### config.mk
export PLATFORM = sky130hd
export DESIGN_NAME = hilo_muldiv_ctrl
export DESIGN_NICKNAME = d
export VERILOG_FILES = /design/src/rtl/hilo_muldiv_ctrl_pkg.sv /design/src/rtl/hilo_muldiv_ctrl_div_restoring.sv /design/src/rtl/hilo_muldiv_ctrl.sv
export SDC_FILE = /design/constraint.sdc
export NUM_CORES = 2
export LEC_CHECK = 0
export ABC_AREA = 1
export CORE_UTILIZATION = 50
export CTS_BUF_LIST = sky130_fd_sc_hd__clkbuf_2
export CTS_CLUSTER_DIAMETER = 200
export CTS_CLUSTER_SIZE = 20
export DETAILED_ROUTE_END_ITERATION = 8
export PLACE_DENSITY = 0.75
export SYNTH_ARGS = -nofsm -noshare
export SYNTH_HDL_FRONTEND = slang
export SYNTH_SLANG_ARGS = --single-unit
### constraint.sdc
create_clock -name clk -period 20.6 [get_ports clk]
set_input_delay 2.06 -clock clk [delete_from_list [all_inputs] [get_ports clk]]
set_output_delay 2.06 -clock clk [all_outputs]
set_load 0.005 [all_outputs]
### src/rtl/hilo_muldiv_ctrl_pkg.sv
`default_nettype none
// ============================================================================
// Module  : hilo_muldiv_ctrl_pkg
// Brief   : Shared op encodings, FSM state encoding and helpers for the
//           HI/LO multiply/divide sequencer.
// Revision: 1.0 - initial release
// ============================================================================
package hilo_muldiv_ctrl_pkg;

  localparam int unsigned c_WIDTH_DEFAULT = 32;

  // EX-stage operation codes; 6 and 7 are not requests
  typedef enum logic [2:0] {
    OP_MULT  = 3'd0,
    OP_MULTU = 3'd1,
    OP_DIV   = 3'd2,
    OP_DIVU  = 3'd3,
    OP_MTHI  = 3'd4,
    OP_MTLO  = 3'd5
  } op_e;

  typedef enum logic [2:0] {
    S_IDLE    = 3'd0,
    S_MUL     = 3'd1,
    S_DIV_RUN = 3'd2,
    S_DIV_FIX = 3'd3,
    S_DONE    = 3'd4
  } state_e;

  // Multiply and divide ops occupy the pipeline for more than one cycle
  function automatic logic op_is_muldiv(input logic [2:0] op);
    return (op <= OP_DIVU);
  endfunction

  function automatic logic op_is_legal(input logic [2:0] op);
    return (op <= OP_MTLO);
  endfunction

endpackage
`default_nettype wire

### src/rtl/hilo_muldiv_ctrl_div_restoring.sv
`default_nettype none
// ============================================================================
// Module  : hilo_muldiv_ctrl_div_restoring
// Brief   : Iterative unsigned restoring divider, one quotient bit per cycle.
//           A zero divisor yields an all-ones quotient and the dividend as
//           remainder without any special casing.
// Revision: 1.0 - initial release
// ============================================================================
module hilo_muldiv_ctrl_div_restoring #(
  parameter int WIDTH      = 32,
  parameter int DIV_CYCLES = WIDTH
) (
  input  logic             clk,
  input  logic             rst,
  input  logic             start_i,
  input  logic             abort_i,
  input  logic [WIDTH-1:0] dividend_i,
  input  logic [WIDTH-1:0] divisor_i,
  output logic [WIDTH-1:0] quotient_o,
  output logic [WIDTH-1:0] remainder_o,
  output logic             done_o
);

  localparam int c_CNT_W = $clog2(DIV_CYCLES + 1);

  logic [c_CNT_W-1:0] r_cnt;
  logic               r_run;
  logic [WIDTH-1:0]   r_rem;
  logic [WIDTH-1:0]   r_quo;
  logic [WIDTH-1:0]   r_div;

  logic [WIDTH:0]     w_shift;
  logic [WIDTH:0]     w_diff;
  logic               w_borrow;

  // Partial remainder is always below the divisor, so the shifted value fits
  // in WIDTH+1 bits and bit WIDTH of the difference is a clean borrow flag.
  assign w_shift  = {r_rem, r_quo[WIDTH-1]};
  assign w_diff   = w_shift - {1'b0, r_div};
  assign w_borrow = w_diff[WIDTH];

  // Load operands on start, then shift/subtract once per cycle until the count expires
  always_ff @(posedge clk or negedge rst) begin
    if (!rst) begin
      r_cnt <= '0;
      r_run <= 1'b0;
      r_rem <= '0;
      r_quo <= '0;
      r_div <= '0;
    end else if (abort_i) begin
      r_cnt <= '0;
      r_run <= 1'b0;
    end else if (start_i) begin
      r_cnt <= c_CNT_W'(DIV_CYCLES);
      r_run <= 1'b1;
      r_rem <= '0;
      r_quo <= dividend_i;
      r_div <= divisor_i;
    end else if (r_run) begin
      r_rem <= w_borrow ? w_shift[WIDTH-1:0] : w_diff[WIDTH-1:0];
      r_quo <= {r_quo[WIDTH-2:0], ~w_borrow};
      r_cnt <= r_cnt - c_CNT_W'(1);
      if (r_cnt == c_CNT_W'(1)) begin
        r_run <= 1'b0;
      end
    end
  end

  // done_o marks the cycle whose edge retires the final quotient bit
  assign done_o      = r_run && (r_cnt == c_CNT_W'(1));
  assign quotient_o  = r_quo;
  assign remainder_o = r_rem;

endmodule
`default_nettype wire

### src/rtl/hilo_muldiv_ctrl.sv
`default_nettype none
// ============================================================================
// Module  : hilo_muldiv_ctrl
// Brief   : Sequencer owning all HI/LO writes: single-cycle multiply,
//           iterative restoring divide, MTHI/MTLO, pipeline stall and a
//           single write pulse per completed operation.
// Revision: 1.0 - initial release
// ============================================================================
module hilo_muldiv_ctrl
  import hilo_muldiv_ctrl_pkg::*;
#(
  parameter int WIDTH      = c_WIDTH_DEFAULT,
  parameter int DIV_CYCLES = WIDTH
) (
  input  logic             clk,
  input  logic             rst,
  input  logic             start_i,
  input  logic [2:0]       op_i,
  input  logic [WIDTH-1:0] a_i,
  input  logic [WIDTH-1:0] b_i,
  input  logic             cancel_i,
  input  logic [WIDTH-1:0] hi_i,
  input  logic [WIDTH-1:0] lo_i,
  output logic             stall_o,
  output logic             busy_o,
  output logic             hilo_we_o,
  output logic [WIDTH-1:0] hi_o,
  output logic [WIDTH-1:0] lo_o
);

  state_e             r_state;
  logic               r_busy;
  logic               r_we;
  logic [WIDTH-1:0]   r_hi;
  logic [WIDTH-1:0]   r_lo;
  logic [WIDTH-1:0]   r_a;
  logic [WIDTH-1:0]   r_b;
  logic               r_mul_signed;
  logic               r_q_neg;
  logic               r_r_neg;

  logic               w_accept;
  logic               w_div_start;
  logic               w_div_abort;
  logic               w_div_done;
  logic               w_a_neg;
  logic               w_b_neg;
  logic [WIDTH-1:0]   w_a_mag;
  logic [WIDTH-1:0]   w_b_mag;
  logic [WIDTH-1:0]   w_quo;
  logic [WIDTH-1:0]   w_rem;
  logic [2*WIDTH-1:0] w_mul_a;
  logic [2*WIDTH-1:0] w_mul_b;
  logic [2*WIDTH-1:0] w_prod;

  assign w_accept    = (r_state == S_IDLE) && start_i && !cancel_i && op_is_legal(op_i);
  assign w_div_start = w_accept && ((op_i == OP_DIV) || (op_i == OP_DIVU));
  assign w_div_abort = cancel_i && (r_state != S_IDLE) && (r_state != S_DONE);

  // Signed divide works on magnitudes; signs are reapplied in DIV_FIX
  assign w_a_neg = (op_i == OP_DIV) && a_i[WIDTH-1];
  assign w_b_neg = (op_i == OP_DIV) && b_i[WIDTH-1];
  assign w_a_mag = w_a_neg ? -a_i : a_i;
  assign w_b_mag = w_b_neg ? -b_i : b_i;

  // One 2W-bit multiplier serves both forms; the low 2W bits of a product of
  // sign-extended operands equal the signed product.
  assign w_mul_a = r_mul_signed ? {{WIDTH{r_a[WIDTH-1]}}, r_a} : {{WIDTH{1'b0}}, r_a};
  assign w_mul_b = r_mul_signed ? {{WIDTH{r_b[WIDTH-1]}}, r_b} : {{WIDTH{1'b0}}, r_b};
  assign w_prod  = w_mul_a * w_mul_b;

  hilo_muldiv_ctrl_div_restoring #(
    .WIDTH      (WIDTH),
    .DIV_CYCLES (DIV_CYCLES)
  ) u_div (
    .clk         (clk),
    .rst         (rst),
    .start_i     (w_div_start),
    .abort_i     (w_div_abort),
    .dividend_i  (w_a_mag),
    .divisor_i   (w_b_mag),
    .quotient_o  (w_quo),
    .remainder_o (w_rem),
    .done_o      (w_div_done)
  );

  // Control FSM with registered busy, write strobe and write data
  always_ff @(posedge clk or negedge rst) begin
    if (!rst) begin
      r_state      <= S_IDLE;
      r_busy       <= 1'b0;
      r_we         <= 1'b0;
      r_hi         <= '0;
      r_lo         <= '0;
      r_a          <= '0;
      r_b          <= '0;
      r_mul_signed <= 1'b0;
      r_q_neg      <= 1'b0;
      r_r_neg      <= 1'b0;
    end else begin
      r_we <= 1'b0;
      case (r_state)
        S_IDLE: begin
          if (w_accept) begin
            r_a          <= a_i;
            r_b          <= b_i;
            r_mul_signed <= (op_i == OP_MULT);
            r_q_neg      <= w_a_neg ^ w_b_neg;
            r_r_neg      <= w_a_neg;
            r_busy       <= 1'b1;
            case (op_i)
              OP_MULT, OP_MULTU: r_state <= S_MUL;
              OP_DIV, OP_DIVU:   r_state <= S_DIV_RUN;
              OP_MTHI: begin
                r_hi    <= a_i;
                r_lo    <= lo_i;
                r_we    <= 1'b1;
                r_state <= S_DONE;
              end
              default: begin
                r_hi    <= hi_i;
                r_lo    <= a_i;
                r_we    <= 1'b1;
                r_state <= S_DONE;
              end
            endcase
          end
        end
        S_MUL: begin
          if (cancel_i) begin
            r_state <= S_IDLE;
            r_busy  <= 1'b0;
          end else begin
            {r_hi, r_lo} <= w_prod;
            r_we         <= 1'b1;
            r_state      <= S_DONE;
          end
        end
        S_DIV_RUN: begin
          if (cancel_i) begin
            r_state <= S_IDLE;
            r_busy  <= 1'b0;
          end else if (w_div_done) begin
            r_state <= S_DIV_FIX;
          end
        end
        S_DIV_FIX: begin
          if (cancel_i) begin
            r_state <= S_IDLE;
            r_busy  <= 1'b0;
          end else begin
            r_lo    <= r_q_neg ? -w_quo : w_quo;
            r_hi    <= r_r_neg ? -w_rem : w_rem;
            r_we    <= 1'b1;
            r_state <= S_DONE;
          end
        end
        S_DONE: begin
          r_state <= S_IDLE;
          r_busy  <= 1'b0;
        end
        default: begin
          r_state <= S_IDLE;
          r_busy  <= 1'b0;
        end
      endcase
    end
  end

  // Stall covers multi-cycle work; DONE releases EX as the write lands
  assign stall_o = (r_state == S_MUL) || (r_state == S_DIV_RUN) || (r_state == S_DIV_FIX) ||
                   ((r_state == S_IDLE) && start_i && op_is_muldiv(op_i));

  assign busy_o    = r_busy;
  assign hilo_we_o = r_we;
  assign hi_o      = r_hi;
  assign lo_o      = r_lo;

endmodule
`default_nettype wire

==> results.toml <==
[detailed_routing]
drc = 0
vias = 57000
dr.pass1.iters = 8
via_per_inst = 5.56
wl_mm = 256
drtIter0Drc = 6323
wl_per_cell_um = 25.0
postRouteAntennaNets = 0

[clock_tree]
numCtsBuffers = 16
path_clk_slew_ns = 0.52
cts-htree-levels = 1
cts_tree = "done"
cts_hold_buf = 0
postCtsSetupBuffers = 0
cts_resized = 0
cts_buffer_depth = 3
insertion_delay_ns = 1.23
cts_root_buf = "clkbuf_2"
clock-sinks = 239

[global_routing]
antenna_found_initial = 10
grt_max_degree = 71
grt_pass1_vias = 60100
grt_first_pass_wirelength_mm = 385
track_usage_pct = 39.7
overflow = 0

[layout]
area_growth_pct = 5.51
final_common_cell = "inv_1"
final_cell_mix = "2541 x inv_1, 1791 x nand2_1, 1420 x fa_1"
drive_gt1_share_pct = 2.88
final_nets = 10400

[floorplan]
core-area_um2 = 131000
ios = 202
initial_utilization_pct = 50.4
rows = 133
die_y_um = 366
die_area_um2 = 134000
dieWidth_um = 366

[timing]
maxSlewViolCount = 0
fin_crit_ns = 10.86
rsz0062_at_grt = "no"
setup_tns_ns = 0
worst_slew_pin_slew_ns = 1.46
hold_viol = 0
slew_headroom_pct = 1.68
setup_viol = 0
max_freq_mhz = 92.1
fin_crit_sh_pct = 52.7
finClkSkew_ns = 0.148

[synthesis]
ys_types = 66
synth_nets = 10400
postSynthAreaPerCell_um2 = 7.76
netlist_instances = 8521
syn_area_um2 = 66100
ys_ff_latch = 239
ys_warn_count = 0
synth_seq_area_share_pct = 9.05

[setup_path]
required_ns = 21.72
end_kind = "flop"
worstSetupPathType = "reg -> reg"
cp_slowest_cell = "fa_1"
startpoint_type = "flop"
cp_slowest_stage_delay_ns = 0.85
crit_top_cell = "fa_1"
crit_fanout = 34
worst-endpoint-arrival_ns = 11.98
regToRegSetupSlack_ns = 9.74

[hold_path]
hold_path_class = "reg -> reg"

[place]
port_buffers = 201
gp_congestion = 1.08
hpwlAfterDp_mm = 213

[flow_run]
drv_cap = 1

[status]
status = "finished, violations left"
violations = "max-capacitance violations"
## layer usage
layer	GRT usage [%]	wire length, um
met1	50.7	94900
met2	62.8	116000
met3	7.12	25200
met4	24.3	19900
met5	0	57
## through the flow
| stage | area, um2 | util (%) | hold WS, ns | cells | setup slack [ns] |
|---|---|---|---|---|---|
| after floorplan | 66100 | - | 0.453 | 8521 | 11.92 |
| after global placement | 69600 | 53.0 | 0.460 | 10200 | 10.22 |
| after detailed placement | 69600 | 53.0 | 0.463 | 10200 | 10.10 |
| after CTS | 69700 | 53.1 | 0.506 | 10200 | 10.08 |
| after global routing | 69700 | 53.1 | 0.558 | 10200 | 9.43 |
| final | 69800 | 53.1 | 0.519 | 10200 | 9.74 |
## worst paths after layout
check	start	endpoint	cells after the start
worst max-delay path	r_a[31]	hi_o[14]	31
worst min-delay path	u_div.quotient_o[31]	lo_o[31]	3
worst max register to register	r_a[31]	hi_o[14]	31
worst min register to register	u_div.quotient_o[31]	lo_o[31]	3
max in group asynchronous	rst	u_div.quotient_o[1]	2
min in group asynchronous	rst	u_div.r_run	1
## sequential cells by signal, indices dropped and copies added, names as in the netlist
signal and cells:
r_r_neg 1, busy_o 1, u_div.remainder_o 32, hi_o 32, u_div.r_div 32, u_div.quotient_o 32
r_mul_signed 1, r_a 32, r_b 32, u_div.r_run 1, r_state 3, r_q_neg 1
lo_o 32, u_div.r_cnt 6, hilo_we_o 1
## layout make-up
type | count | area, um2
Clock buffer | 20 | 100
Timing Repair Buffer | 296 | 2730
Inverter | 2556 | 9600
Clock inverter | 3 | 27.5
Tap cell | 1755 | 2200
Multi-Input combinational cell | 5362 | 49100
Sequential cell | 239 | 6000
Fill cell | 12400 | 61500
Antenna cell | 7 | 17.5
## synthesized netlist by cell type (all sizes together)
cell type  instances  area [um2]
and3               2        12.5
nand2           1805        6810
o211ai            22         175
xor2              45         394
clkbuf           312        1170
a21boi             4        33.8
o221ai            19         166
o21a               4        30.0
or2               39         244
nor3              54         320
o32ai              1        8.76
inv             2554        9590
nor3b              1        7.51
buf               52         299
o21ai            387        1970
a221o              1        10.0
o2111ai            1        8.76
a41oi             10        87.6
nand3            263        1360
a221oi             6        65.1
a211oi            14         105
nand3b            10        75.1
o221a              1        11.3
a22oi              2        15.0
nor4               7        50.1
ha               346        4330
xnor2             38         333
clkinv             2        10.0
a21oi            273        1380
a21o              15         113
fa              1420       28400
nand2b             1        6.26
o21bai            17         128
o31ai              4        35.0
nor2             465        1800
dfrtp            239        5980
nand4             38         244
a311oi             2        17.5
a31oi             35         219
o22ai              9        56.3
o41ai              1        8.76
## critical path: cells and delay by family, from the launching register on
kind,cells,cell delay [ns]
AOI/OAI and AO/OA,1,0.23
adders and majority gates,11,6.25
buffers and inverters,9,1.59
DFF,1,0.42
and+or+nand+nor,10,2.35
## cell families (layout without fill, tap and decap cells)
family                   after synthesis  count (layout)  share of synthesized area (%)
AO/OA/AOI/OAI                        828             828                           7.03
XOR/XNOR                              83              83                           1.10
adder cells (fa/ha/maj)             1766            1766                           49.5
buffers and inverters               2920            2875                           16.7
flip-flops                           239             239                           9.05
other                                  0               7                              0
AND/OR/NAND/NOR                     2685            2685                           16.5
Power is not shown: default switching activity piles up to over one toggle a cycle in this logic, so the estimate is an artifact.
